$ cat config.mk
export PLATFORM = sky130hd
export DESIGN_NAME = btn_debounce_pulse
export DESIGN_NICKNAME = d
export VERILOG_FILES = /design/src/rtl/btn_debounce_pulse_pkg.sv /design/src/rtl/sync_2ff.sv /design/src/rtl/btn_debounce_pulse.sv
export SDC_FILE = /design/constraint.sdc
export NUM_CORES = 1
export LEC_CHECK = 0
export ABC_AREA = 1
export BUFFER_PORTS_ARGS = -buffer_cell sky130_fd_sc_hd__buf_2
export CAP_MARGIN = 20
export CORE_UTILIZATION = 35
export DETAILED_ROUTE_END_ITERATION = 10
export HOLD_SLACK_MARGIN = 0.12
export SLEW_MARGIN = 0
export SYNTH_ARGS = -nofsm -noshare
export SYNTH_HDL_FRONTEND = slang
export SYNTH_HIERARCHICAL = 1
export SYNTH_SLANG_ARGS = --single-unit
$ cat constraint.sdc
create_clock -name clk -period 1.87 [get_ports clk]
set_input_delay 0.374 -clock clk [delete_from_list [all_inputs] [get_ports clk]]
set_output_delay 0.374 -clock clk [all_outputs]
set_load 0.01 [all_outputs]
$ cat src/rtl/btn_debounce_pulse_pkg.sv
// Shared definitions for the push-button debouncer: FSM state encodings and
// default timing constants.
package btn_debounce_pulse_pkg;

   typedef enum logic [1:0] {
      S_IDLE    = 2'd0,
      S_ARM_ON  = 2'd1,
      S_ON      = 2'd2,
      S_ARM_OFF = 2'd3
   } state_t;

   // 10 ms at 50 MHz
   localparam int DEBOUNCE_CYCLES_DEF = 500000;
   localparam int CNT_W_DEF           = 19;

endpackage

$ cat src/rtl/sync_2ff.sv
// Two-flop synchronizer for a single asynchronous input bit; the reset value
// is a parameter so each input can reset to its own inactive level.
module sync_2ff #(
   parameter logic RST_VAL = 1'b0
) (
   input  logic clk,
   input  logic rstn,
   input  logic d,
   output logic q
);

   logic meta_p0;

   always_ff @(posedge clk or negedge rstn) begin
      if (!rstn) begin
         meta_p0 <= RST_VAL;
         q       <= RST_VAL;
      end else begin
         meta_p0 <= d;
         q       <= meta_p0;
      end
   end

endmodule

$ cat src/rtl/btn_debounce_pulse.sv
// Debounces one raw button pin into a registered level plus one-cycle press
// and release strobes; the level feeds the toggle-state Mealy block.
module btn_debounce_pulse
   import btn_debounce_pulse_pkg::*;
#(
   parameter int DEBOUNCE_CYCLES = DEBOUNCE_CYCLES_DEF,
   parameter int CNT_W           = CNT_W_DEF,
   parameter bit BTN_ACTIVE_LOW  = 1'b0
) (
   input  logic clk,
   input  logic rstn,
   input  logic btn_in,
   output logic btn_level,
   output logic btn_rise,
   output logic btn_fall
);

   localparam logic [CNT_W-1:0] CNT_LAST = CNT_W'(DEBOUNCE_CYCLES - 1);

   state_t           state, state_nxt;
   logic [CNT_W-1:0] cnt, cnt_nxt;
   logic             level_nxt, rise_nxt, fall_nxt;
   logic             btn_raw;
   logic             s_btn;

   // Normalise polarity before synchronising so the synchronizer resets to "not pressed".
   assign btn_raw = btn_in ^ BTN_ACTIVE_LOW;

   sync_2ff #(
      .RST_VAL (1'b0)
   ) u_sync (
      .clk  (clk),
      .rstn (rstn),
      .d    (btn_raw),
      .q    (s_btn)
   );

   always_ff @(posedge clk or negedge rstn) begin
      if (!rstn) begin
         state     <= S_IDLE;
         cnt       <= '0;
         btn_level <= 1'b0;
         btn_rise  <= 1'b0;
         btn_fall  <= 1'b0;
      end else begin
         state     <= state_nxt;
         cnt       <= cnt_nxt;
         btn_level <= level_nxt;
         btn_rise  <= rise_nxt;
         btn_fall  <= fall_nxt;
      end
   end

   always_comb begin
      state_nxt = state;
      cnt_nxt   = cnt;
      rise_nxt  = 1'b0;
      fall_nxt  = 1'b0;
      case (state)
         S_IDLE: begin
            if (s_btn) begin
               state_nxt = S_ARM_ON;
               cnt_nxt   = '0;
            end
         end
         S_ARM_ON: begin
            if (!s_btn) begin
               state_nxt = S_IDLE;
               cnt_nxt   = '0;
            end else if (cnt == CNT_LAST) begin
               state_nxt = S_ON;
               cnt_nxt   = '0;
               rise_nxt  = 1'b1;
            end else begin
               cnt_nxt   = cnt + CNT_W'(1);
            end
         end
         S_ON: begin
            if (!s_btn) begin
               state_nxt = S_ARM_OFF;
               cnt_nxt   = '0;
            end
         end
         S_ARM_OFF: begin
            if (s_btn) begin
               state_nxt = S_ON;
               cnt_nxt   = '0;
            end else if (cnt == CNT_LAST) begin
               state_nxt = S_IDLE;
               cnt_nxt   = '0;
               fall_nxt  = 1'b1;
            end else begin
               cnt_nxt   = cnt + CNT_W'(1);
            end
         end
         default: begin
            state_nxt = S_IDLE;
            cnt_nxt   = '0;
         end
      endcase
      // Level is registered from the next state so it can never glitch.
      level_nxt = (state_nxt == S_ON) || (state_nxt == S_ARM_OFF);
   end

endmodule
; ---- Yosys cells after proc, flatten, opt, wreduce, memory -nomap -nowiden
; Cells that the tools add are included.
[classes]
muxes = 18
eq_ne = 8
reduce_logical = 3
add_sub_neg = 1
[ops]
columns = cell, n
row1 = $mux 19, 5
row2 = $pmux 19 s4, 1
row3 = $add 19x1->19 const B, 1
row4 = $eq 19x19->1 const B, 1
row5 = $mux 2, 6
row6 = $eq 2x2->1 const B, 4
row7 = $pmux 2 s4, 1
row8 = $mux 1, 5
row9 = $eq 2x1->1 const B, 1
row10 = $logic_not 2->1, 1
row11 = $ne 2x1->1 const B, 1
row12 = $ne 2x2->1 const B, 1
row13 = $reduce_and 2->1, 1
row14 = $logic_or 1x1->1, 1
[totals]
word_cells = 37
output_inout_bits = 3
reg_bits = 26
input_bits = 3

; ---- Longest topological paths before layout
; Gate-level depths: netlist of run 1.
[depth]
word_depth = 6
ltp_mapped = 9
ltp_nobuf = 9

; ---- Cells and area by module
; The synthesis of run 1 kept the hierarchy.
[by_module_without_submodules]
columns = module, area_per_inst_um2, cells_each, instances, seq_area_each_um2
row1 = btn_debounce_pulse, 1463.9, 182, 1, 600.6
row2 = sync_2ff, 50.0, 2, 1, 50.0

; ---- Worst setup path after synthesis of run 1
; No wires, ideal clock.
[synth_timing]
path_type = register to register
start = reg cnt[0]
end = reg cnt[11]
period_less_slack_ps = 1421
arrival_time_ps = 1295
n_path_buf = 1
path_slack_ps = 449
setup_time_ps = 126
path_stages_with_launch = 8
required_time_ps = 1744
cell_sequence = dfrtp_1 -> ha_1 -> nand3_2 -> nor2_2 -> nand3_2 -> nand2_4 -> buf_12 -> o22ai_2
[synth_via]
elab_chain_cells = 4
word_cells_on_any_way = 6
cone_classes = 1 x add/sub / 1 x eq/ne / 4 x mux
[synth_lines]
columns = element, line_no
row1 = from (decl), btn_debounce_pulse.sv:21  ; logic [CNT_W-1:0] cnt, cnt_nxt;
row2 = from (signal assigned), btn_debounce_pulse.sv:47  ; cnt <= cnt_nxt;
row3 = $add 19x1->19 / $eq 19x19->1 (equally long branches), n/a
row4 = $mux 19 (*), "btn_debounce_pulse.sv:70, btn_debounce_pulse.sv:88"
row5 = $mux 19 (on tied branches), "btn_debounce_pulse.sv:85, btn_debounce_pulse.sv:67"
row6 = $pmux 19 s4 (*), btn_debounce_pulse.sv:59  ; case (state)
; Mark *: on every way between the ends. The rest lies on a longest branch, timed or not.
; A chain may end at the register's enable or synchronous reset.

; ---- Worst setup path in the final report of run 1
[layout_timing]
start = reg cnt[0]
end = reg cnt[1]
; Same word-level chain as after synthesis.

==> results.md, run 1 <==
- CP dominant cell by count: nand3_2
- Drt total wl: 2.93 mm
- CP Max Fanout: 13
- Count of cell types in the netlist: 29
- Worst Clk Skew: 5.08 ps
- Worst min-delay path class: input pin to flop
- # port buffers: 5
- Worst vdd ir: 383 uV
- Row count: 23
- Worst Path Buf+Inv: 1
- Vias in the first global route: 1202
- Worst-Skew Late Latency: 270 ps
- DRC violations left: 0
- Multi-input gate area: 736 um2
- Share of layout cells above drive strength 1: 17.7%
- Total track usage: 16.0%
- Leakage: about 0.69 nW
- Fin. Hold Viols: 0
- Worst slew margin: 61.6%
- Hpwl dp: 2.22 mm
- First-pass GRT wire length: approximately 5.4 mm
- Nets: 197
- Main synth FF type: dfrtp_1
- Gate Count Post-Synth: 184
- Post-layout min period: 1640 ps
- Critical Path Start Type: flop
- CTS tree: yes
- Setup slack after layout: 233 ps
- Clock transition at the registers of the reported paths: around 90 ps
- Syn Area/Cell: 8.23 um2
- Largest net degree at the start of global routing: 27
- Tightest Pin Transition: approximately 580 ps
- Critical path required time: 2030 ps
- Initial antenna violation count: 0
- Post-synth EDFFs: 0
- Slew Limit Fails: 0
- Ports: 6
- CP top delay family: simple AND/OR/NAND/NOR gates
- Total global routing overflow: 0
- Max Cap Violations: 0
- Post-CTS Hold Buffers: 1
- RePlAce Congestion: 0.823
- Grt met1 use: 20.0%
- Clock root buffer: clkbuf_8
- RSZ-0062 raised after global routing: no
- Pre-CTS WS: approximately 230 ps
- Total iterations of the first detailed-routing run: 4
- ANT cells: 0
- Avg WL per Cell: between 10 and 15 um
- H-tree lvl count: 1
- Pwr/cell area: 664 mW/mm2
- Die area: 0.00459 mm2
- Sequential fraction of the synthesis area: 43.0%
- CTS Sinks: 26
- FF+latch count, synth: 26
- CTS buffer count: 3
- Synth Cell Area: 0.00151 mm2
- Worst path max stage delay: approximately 430 ps
- Met3 Usage GRT: 3.55%
- P&R area growth vs syn: 8.93%
- Post-route ant nets: 0
- Starting density of the core: 37.0%
- Leading area contributor after synthesis: dfrtp_1
- Fin crit share: 87.5%
- Most common cell in the netlist: nand2_1
- Setup TNS: 0 ps
- Fmax: 611 MHz
- Top cell type's share of synthesized area: a little over two fifths
- Worst path cell trace: ha_1 > nand3_2 > nor2_2 > nand3_2 > nand2_4 > inv_2 > nand2_1 > o21ai_1
- Synth top area cells: dfrtp_1, nand2_1, nand3_1, inv_1, xor2_1
- Synthesis Warnings: 6
- DRT iter0 DRCs: 60
- Top Usage Layer GRT: met2
- Syn_nets: about 190
- Status: completed
- Post-CTS setup buffers: 0
- Crit path kind: flop to flop
- Setup violations, final: 0
- Drt via density: 4.73
- Routed vias: roughly 1.1k
- Die height: 67.8 um
- Post-synth ARST share: 100%
- Worst setup EP type: flop
- Width of the die: between 60 and 70 um
- Synth top cells by count: nand2_1, dfrtp_1, inv_1
- Fillers: roughly 430
- CTS resizes: 0
- M2 GR Usage: 27.0%
- CTS max path bufs: 2
- Reg area: approximately 650 um2
- Worst path arrival time: approximately 1800 ps
- Final Core Density: 40.4%
- Core ar.: 0.00409 mm2
- Worst path slowest cell: dfrtp_1
-- cell type report --
class                      count  area share [%]
tap                           50            3.79
timing repair buffer           8            3.03
inverter                      21            4.78
clock inverter                 1            1.82
clock buffer                   3            2.50
sequential                    26            39.5
multi-input combinational    133            44.6
-- metrics by stage --
step	hold WS, ps	std cells	power (W)	instance area (um2)
3_5_place_dp	335	237	0.000640	1570
3_3_place_gp	333	237	0.000640	1570
2_1_floorplan	78.4	184	0.000620	1510
6_report	199	242	0.00110	1650
4_1_cts	193	242	0.00111	1650
5_1_grt	181	242	0.00115	1650
-- flip-flops by register name (all words and copies together) (netlist names) --
signal and count:
btn_fall 1, u_sync/meta_p0 1, state 2, btn_rise 1, u_sync/q 1, btn_level 1, cnt 19
-- layer usage --
metal,routed length [um],part of all wire [%]
met5,0,0
met4,26,0.89
met3,83,2.8
met2,1380,47
met1,1440,49
-- final timing paths --
check / cells after the start / startpoint / slack, ps / end
max reg2reg: 8 / cnt[0]$_DFFE_PN0P_ / 230 / cnt[1]$_DFFE_PN0P_
max: 8 / cnt[0]$_DFFE_PN0P_ / 230 / cnt[1]$_DFFE_PN0P_
min reg2reg: 0 / u_sync/meta_p0$_DFF_PN0_ / 360 / u_sync/q$_DFF_PN0_
min: 1 / btn_in / 200 / u_sync/meta_p0$_DFF_PN0_
max in group asynchronous: 2 / rstn / 870 / cnt[15]$_DFFE_PN0P_
min in group asynchronous: 2 / rstn / 630 / cnt[6]$_DFFE_PN0P_
-- cell families (layout without fill, tap and decap cells) --
logic type	after synthesis	after routing	share of synthesized area [%]
AND/OR/NAND/NOR	99	99	31.2
AO/OA/AOI/OAI	23	23	10.8
buffers and inverters	25	33	8.43
flip-flops	26	26	43.0
XOR/XNOR	10	10	5.79
adder cells (fa/ha/maj)	1	1	0.826
-- cell usage in the layout (no fill, tap or decap), drive strengths merged --
cell type    instances
nand3               18
dlygate4sd3          1
nand2               48
nor2                23
bufinv               1
o21ai               12
o22ai                5
o21a                 1
nor3                 4
dfrtp               26
xnor2                2
nand4                5
clkbuf               3
or2                  1
ha                   1
xor2                 8
inv                 21
buf                  7
a21oi                5
-- report_power, final --
part	internal (W)	total, W	switching [W]	leakage (nW)
sequential	0.000569	0.000575	0.00000593	0.355
clock	0.000287	0.000466	0.000180	0.0357
combinational	0.0000169	0.0000548	0.0000379	0.304
total	0.000872	0.00110	0.000224	0.695
Power figures use the tool's default switching activity.
==> run 2, diff against run 1 <==
==> constraint.sdc (replaced) <==
create_clock -name clk -period 1.3 [get_ports clk]
set_input_delay 0.26 -clock clk [delete_from_list [all_inputs] [get_ports clk]]
set_output_delay 0.26 -clock clk [all_outputs]
set_load 0.01 [all_outputs]
==> run 2 against run 1 <==
  * The flow now finishes with violations (setup timing)
  * Sequential share of layout area fell by 8.5 points
  * Cell count rose by 19%
  * Fmax rose by 18%
  * Cell area rose by 28%
  * Via count rose by 21%
  * Combinational power rose by 130%
  * Sequential power rose by 44%
  * Clock power rose by 48%
  * Clock skew fell by 1.7 ps
  * Count of clock-buffer cells in the layout did not move
  * Register-to-register slack got worse by 320 ps
  * Non-clock buffer count rose by 44
  * Critical endpoint is now cnt[8]$_DFFE_PN0P_
==> results.md, run 2 (synthesized netlist as in run 1, its figures left out) <==
- Status: complete, but fails checks (was completed)
- Failing checks: setup timing
- DRC violations left: 0 (unchanged)
- CTS tree: yes (unchanged)
- Fin Hold WS: 357 ps (was 199 ps)
- Critical path required time: 1510 ps (was 2030 ps)
- Post-layout min period: 1380 ps (was 1640 ps)
- Most common cell after layout, fill and taps aside: nand2_1 (unchanged)
- Pre-CTS WS: -66.0 ps (was 229 ps)
- CTS buffer count: 3 (unchanged)
- Leakage: 0.955 nW (was 0.695 nW)
- Worst min-delay path class: input pin to async pin (was input pin to flop)
- Fin crit share: 106% (was 87.5%)
- Core ar.: 0.00409 mm2 (unchanged)
- Slew Limit Fails: 0 (unchanged)
- Setup slack after layout: -81.8 ps (was 233 ps)
- Final Core Density: 51.5% (was 40.4%)
- Worst setup EP type: flop (unchanged)
- Routed vias: 1387 (was 1144)
- Worst path arrival time: 1590 ps (was 1800 ps)
- Total iterations of the first detailed-routing run: 4 (unchanged)
- # port buffers: 5 (unchanged)
- Setup violations, final: 20 (was 0)
- Share of layout cells above drive strength 1: 39.2% (was 17.7%)
- Starting density of the core: 37.0% (unchanged)
- Avg WL per Cell: 13.1 um (was 12.1 um)
- Placed inst area: 0.00187 mm2 (was 0.00157 mm2)
- Die area: 0.00459 mm2 (unchanged)
- Drt via density: 4.83 (was 4.73)
- Critical Path Start Type: flop (unchanged)
- Total power: 0.00164 W (was 0.00110 W)
- Hpwl dp: 2.71 mm (was 2.22 mm)
- Pwr/cell area: 782 mW/mm2 (was 664 mW/mm2)
- Fillers: 375 (was 426)
- P&R area growth vs syn: 39.0% (was 8.93%)
- Crit path kind: flop to flop (unchanged)
- Max Cap Violations: 0 (unchanged)
- Vias in the first global route: 1400 (was 1202)
- DRT iter0 DRCs: 52 (was 60)
- Worst vdd ir: 671 uV (was 383 uV)
- Ports: 6 (unchanged)
- Drt total wl: 3.75 mm (was 2.93 mm)
- RePlAce Congestion: 0.851 (was 0.823)
- Max reg flops: 19 (unchanged)
- Multi-input gate area: 837 um2 (was 736 um2)
- Total track usage: 19.4% (was 16.0%)
- Post-route ant nets: 0 (unchanged)
- CP Max Fanout: 4 (was 13)
- Flop2flop setup slack: -80 ps (was 230 ps)
- ANT cells: 0 (unchanged)
- Tightest Pin Transition: 299 ps (was 576 ps)
- Nets: 242 (was 197)
- Width of the die: 67.8 um (unchanged)
- H-tree lvl count: 1 (unchanged)
- Fin. Hold Viols: 0 (unchanged)
- Commonest non-fill, non-tap cells in the layout: nand2_1, buf_4, dfrtp_1 (was nand2_1, dfrtp_1, inv_1)
- Fmax: 724 MHz (was 611 MHz)
- Initial antenna violation count: 0 (unchanged)
- Worst-Skew Late Latency: 280 ps (was 270 ps)
- CTS Sinks: 26 (unchanged)
- CTS max path bufs: 2 (unchanged)
- Largest net degree at the start of global routing: 16 (was 27)
- Reg area: 652 um2 (was 651 um2)
- Design area: 0.00210 mm2 (was 0.00165 mm2)
- Clock root buffer: clkbuf_8 (unchanged)
- Worst Clk Skew: 3.35 ps (was 5.08 ps)
- RSZ-0062 raised after global routing: yes (was no)
- Clock transition at the registers of the reported paths: 100 ps (was 90 ps)
- Row count: 23 (unchanged)
- Most flops, register: cnt (unchanged)
- Biggest regs: cnt x19, state x2 (unchanged)
- Die height: 67.8 um (unchanged)
- First-pass GRT wire length: 6.47 mm (was 5.42 mm)
- Worst slew margin: 79.9% (was 61.6%)
- Total global routing overflow: 0 (unchanged)
run 2: report_power, final:
group	total [W]	switching (W)	internal, W	leakage (nW)
Sequential	0.000827	0.00000928	0.000818	0.353
Clock	0.000691	0.000279	0.000413	0.0357
Combinational	0.000126	0.0000686	0.0000574	0.566
Total	0.00164	0.000357	0.00129	0.955
run 2: path summary, 6_finish.rpt:
path                                       end  depth (start not counted)                startpoint
max                         cnt[8]$_DFFE_PN0P_                          8        cnt[0]$_DFFE_PN0P_
min                        btn_level$_DFF_PN0_                          2                      rstn
min in group clk            u_sync/q$_DFF_PN0_                          0  u_sync/meta_p0$_DFF_PN0_
min reg2reg                 u_sync/q$_DFF_PN0_                          0  u_sync/meta_p0$_DFF_PN0_
max reg2reg                 cnt[8]$_DFFE_PN0P_                          8        cnt[0]$_DFFE_PN0P_
max in group asynchronous   cnt[7]$_DFFE_PN0P_                          3                      rstn
run 2: worst max-delay path: stages (launching register included):
cell	delay, ps
dfrtp_1	420
ha_4	180
nand3_4	90
inv_2	80
nand2_4	50
buf_4	130
buf_4	120
xor2_1	130
o22ai_1	110
run 2: metrics by stage:
stage          TNS (ps)  instances
3_3_place_gp       -652        272
5_1_grt           -3100        287
2_1_floorplan      -155        184
3_5_place_dp       -797        272
6_report          -1120        287
4_1_cts            -591        283
run 2: repair_timing:
action | in CTS | in global routing
buffers inserted | 4 | 4
hold buffers | 2 | 0
setup endpoints to repair | 21 | 24
pin swaps | 8 | 15
gates cloned | 1 | 0
hold endpoints to repair | 27 | 0
gates resized for setup | 5 | 17
run 2: cell type report:
type,count,area share [%]
timing repair buffer,52,19.1
clock inverter,1,1.43
sequential,26,31.0
tap,50,2.97
inverter,21,3.75
clock buffer,3,1.96
multi-input combinational,134,39.8
run 2: layer usage:
| metal | GRT usage [%] | vias up | routed length [um] |
|---|---|---|---|
| met5 | 0 | - | 0 |
| met4 | 8.33 | 0 | 76 |
| met3 | 3.89 | 7 | 127 |
| met2 | 31.7 | 24 | 1820 |
| met1 | 24.7 | 656 | 1720 |
| li1 | - | 700 | - |
==> run 3, diff against run 2 <==
--- a/config.mk
+++ b/config.mk
@@ -11,8 +11,10 @@
 export CORE_UTILIZATION = 35
 export DETAILED_ROUTE_END_ITERATION = 10
 export HOLD_SLACK_MARGIN = 0.12
+export RECOVER_POWER = 50
 export SLEW_MARGIN = 0
 export SYNTH_ARGS = -nofsm -noshare
 export SYNTH_HDL_FRONTEND = slang
 export SYNTH_HIERARCHICAL = 1
 export SYNTH_SLANG_ARGS = --single-unit
+export TNS_END_PERCENT = 50
==> run 3 against run 2 <==
  * Combinational power rose by 7%
  * Clock power barely moved
  * The flow still finishes with violations (setup timing)
  * Sequential power barely moved
  * Critical path depth did not move
  * First-iteration DRC count rose by 65%
  * Worst setup slack got worse by 16 ps
==> results.md, run 3 (synthesized netlist as in run 1, its figures left out) <==
- Status: complete, but fails checks (unchanged)
- Failing checks: setup timing (unchanged)
- Fin crit share: 108% (was 106%)
- Most common cell after layout, fill and taps aside: nand2_1 (unchanged)
- Fmax: 715 MHz (was 724 MHz)
- Flop2flop setup slack: -100 ps (was -80 ps)
- Worst path cell trace: buf_4 > nand3_4 > inv_2 > nand2_4 > nor2_4 > nand4_1 > nand3_1 > nand2_1 (was ha_4 > nand3_4 > inv_2 > nand2_4 > buf_4 > buf_4 > xor2_1 > o22ai_1)
- Post-layout min period: 1400 ps (was 1380 ps)
- Most flops, register: cnt (unchanged)
- Setup violations, final: 21 (was 20)
- DRC violations left: 0 (unchanged)
- Worst Clk Skew: 2.78 ps (was 3.35 ps)
- Hold_sp: u_sync/meta_p0$_DFF_PN0_
- P&R area growth vs syn: 40.0% (was 39.0%)
- Critical path required time: 1470 ps (was 1510 ps)
- Ports: 6 (unchanged)
- Core ar.: 0.00409 mm2 (unchanged)
- Final non-filler cell total: 283 (was 287)
- Total global routing overflow: 0 (unchanged)
- Path depth of the worst reg2reg path: 8 (unchanged)
- Fin. Hold Viols: 0 (unchanged)
- First-pass GRT wire length: 6.01 mm (was 6.47 mm)
- # port buffers: 5 (unchanged)
- Worst Path Buf+Inv: 2 (was 3)
- Setup slack after layout: -98.1 ps (was -81.8 ps)
- Worst vdd ir: 740 uV (was 671 uV)
- Critical Path Start Type: flop (unchanged)
- Reg-to-reg critical path endpoint: cnt[18]$_DFFE_PN0P_ (was cnt[8]$_DFFE_PN0P_)
- Largest net degree at the start of global routing: 16 (unchanged)
- Worst-Skew Late Latency: 270 ps (was 280 ps)
- Width of the die: 67.8 um (unchanged)
- CP top delay family: simple AND/OR/NAND/NOR gates (was flip-flops)
- Die area: 0.00459 mm2 (unchanged)
- Avg WL per Cell: 13.0 um (was 13.1 um)
- Nets: 238 (was 242)
- Max Cap Violations: 0 (unchanged)
- Fillers: 373 (was 375)
- Total iterations of the first detailed-routing run: 4 (unchanged)
- Max reg flops: 19 (unchanged)
- CTS Sinks: 26 (unchanged)
- Biggest regs: cnt x19, state x2 (unchanged)
- Hold depth: 0
- Multi-input gate area: 867 um2 (was 837 um2)
- RSZ-0062 raised after global routing: yes (unchanged)
- RR Startpoint: cnt[3]$_DFFE_PN0P_ (was cnt[0]$_DFFE_PN0P_)
- Initial antenna violation count: 0 (unchanged)
- Hold path endpoint: u_sync/q$_DFF_PN0_
- Worst path arrival time: 1570 ps (was 1590 ps)
- DRT iter0 DRCs: 86 (was 52)
- Leakage: 0.957 nW (was 0.955 nW)
- Total track usage: 18.0% (was 19.4%)
- Hpwl dp: 2.68 mm (was 2.71 mm)
- Crit path kind: flop to flop (unchanged)
- CP Max Fanout: 5 (was 4)
- Pwr/cell area: 778 mW/mm2 (was 782 mW/mm2)
- Fin Hold WS: 357 ps (about the same)
- RePlAce Congestion: 0.833 (was 0.851)
- Worst path slowest cell: dfrtp_1 (unchanged)
- Worst setup EP type: flop (unchanged)
- Starting density of the core: 37.0% (unchanged)
- Vias in the first global route: 1276 (was 1400)
- Slew Limit Fails: 0 (unchanged)
- Commonest non-fill, non-tap cells in the layout: nand2_1, buf_4, dfrtp_1 (unchanged)
- H-tree lvl count: 1 (unchanged)
- CTS tree: yes (unchanged)
- ANT cells: 0 (unchanged)
- Share of layout cells above drive strength 1: 38.2% (was 39.2%)
- Tightest Pin Transition: 754 ps (was 299 ps)
- Worst min-delay path class: flop to flop (was input pin to async pin)
- DP Cell Count: 272 (unchanged)
- Post-route ant nets: 0 (unchanged)
- Drt via density: 4.79 (was 4.83)
- Drt total wl: 3.68 mm (was 3.75 mm)
- Row count: 23 (unchanged)
- Clock transition at the registers of the reported paths: 100 ps (about the same)
- Die height: 67.8 um (unchanged)
- Clock root buffer: clkbuf_8 (unchanged)
- Worst path max stage delay: 440 ps (was 420 ps)
- Reg area: 652 um2 (unchanged)
- Routed vias: 1355 (was 1387)
- CTS max path bufs: 2 (unchanged)
- Worst slew margin: 49.7% (was 79.9%)
- CTS buffer count: 3 (unchanged)
run 3: cell types whose count changed in the layout (fill, tap and decap cells not counted), moves of 2 or more:
cell,previous run,this run
nand3_2,2,4
nor2_1,12,14
inv_2,3,1
nand3_1,14,12
buf_4,42,38
nor2_4,4,7
nor2_2,7,2
run 3: per-stage QoR:
| stage | utilization [%] | total power (W) | setup TNS, ps | worst slack (ps) | instance area, um2 |
|---|---|---|---|---|---|
| 2_1_floorplan | - | 0.000896 | -177 | -27.2 | 1540 |
| 3_3_place_gp | 46.1 | 0.000957 | -693 | -89.0 | 1880 |
| 3_5_place_dp | 46.1 | 0.000959 | -961 | -101 | 1880 |
| 4_1_cts | 49.1 | 0.00166 | -610 | -51.4 | 2000 |
| 5_1_grt | 51.9 | 0.00172 | -3940 | -159 | 2120 |
| 6_report | 51.9 | 0.00165 | -1520 | -98.1 | 2120 |
run 3: area by class of cell:
type / count / area share (%)
Multi-Input combinational cell: 133 / 40.9
Sequential cell: 26 / 30.8
Timing Repair Buffer: 49 / 18.2
Inverter: 21 / 3.84
Tap cell: 50 / 2.95
Clock buffer: 3 / 1.95
Clock inverter: 1 / 1.42
run 3: worst max-delay path by stage:
stage | start | endpoint | slack [ps] | depth (start not counted)
6_report | cnt[3]$_DFFE_PN0P_ | cnt[18]$_DFFE_PN0P_ | -100 | 8
3_3_place_gp | cnt[0]$_DFFE_PN0P_ | cnt[13]$_DFFE_PN0P_ | -90 | 8
3_5_place_dp | cnt[0]$_DFFE_PN0P_ | cnt[13]$_DFFE_PN0P_ | -100 | 8
4_1_cts | cnt[1]$_DFFE_PN0P_ | cnt[14]$_DFFE_PN0P_ | -50 | 8
5_1_grt | cnt[3]$_DFFE_PN0P_ | cnt[18]$_DFFE_PN0P_ | -160 | 8
2_1_floorplan | cnt[0]$_DFFE_PN0P_ | cnt[4]$_DFFE_PN0P_ | -30 | 7
run 3: timing repair:
action | 4_1_cts | 5_1_grt
resized for setup | 6 | 21
hold buffers | 2 | 0
hold endpoints to repair | 13 | 0
buffers inserted | 1 | 4
pin swaps | 2 | 12
endpoints found under the setup margin | 22 | 24
run 3: worst register-to-register path, delay by kind of cell, from the launching register on:
kind,cells,cell delay [ps]
buffers and inverters,2,260
DFF,1,440
and+or+nand+nor,6,580
run 3: layer usage:
layer	track usage (%)	vias to the layer above	part of all wire, %
met5	0	-	0
met4	4.43	0	0.62
met3	3.72	2	3.3
met2	28.0	25	48
met1	25.2	634	48
li1	-	694	-
run 3: power breakdown:
| part | total [W] | internal [W] | switching (W) |
|---|---|---|---|
| Clock | 0.000688 | 0.000412 | 0.000275 |
| Sequential | 0.000827 | 0.000818 | 0.00000877 |
| Combinational | 0.000135 | 0.0000609 | 0.0000742 |
| Total | 0.00165 | 0.00129 | 0.000358 |
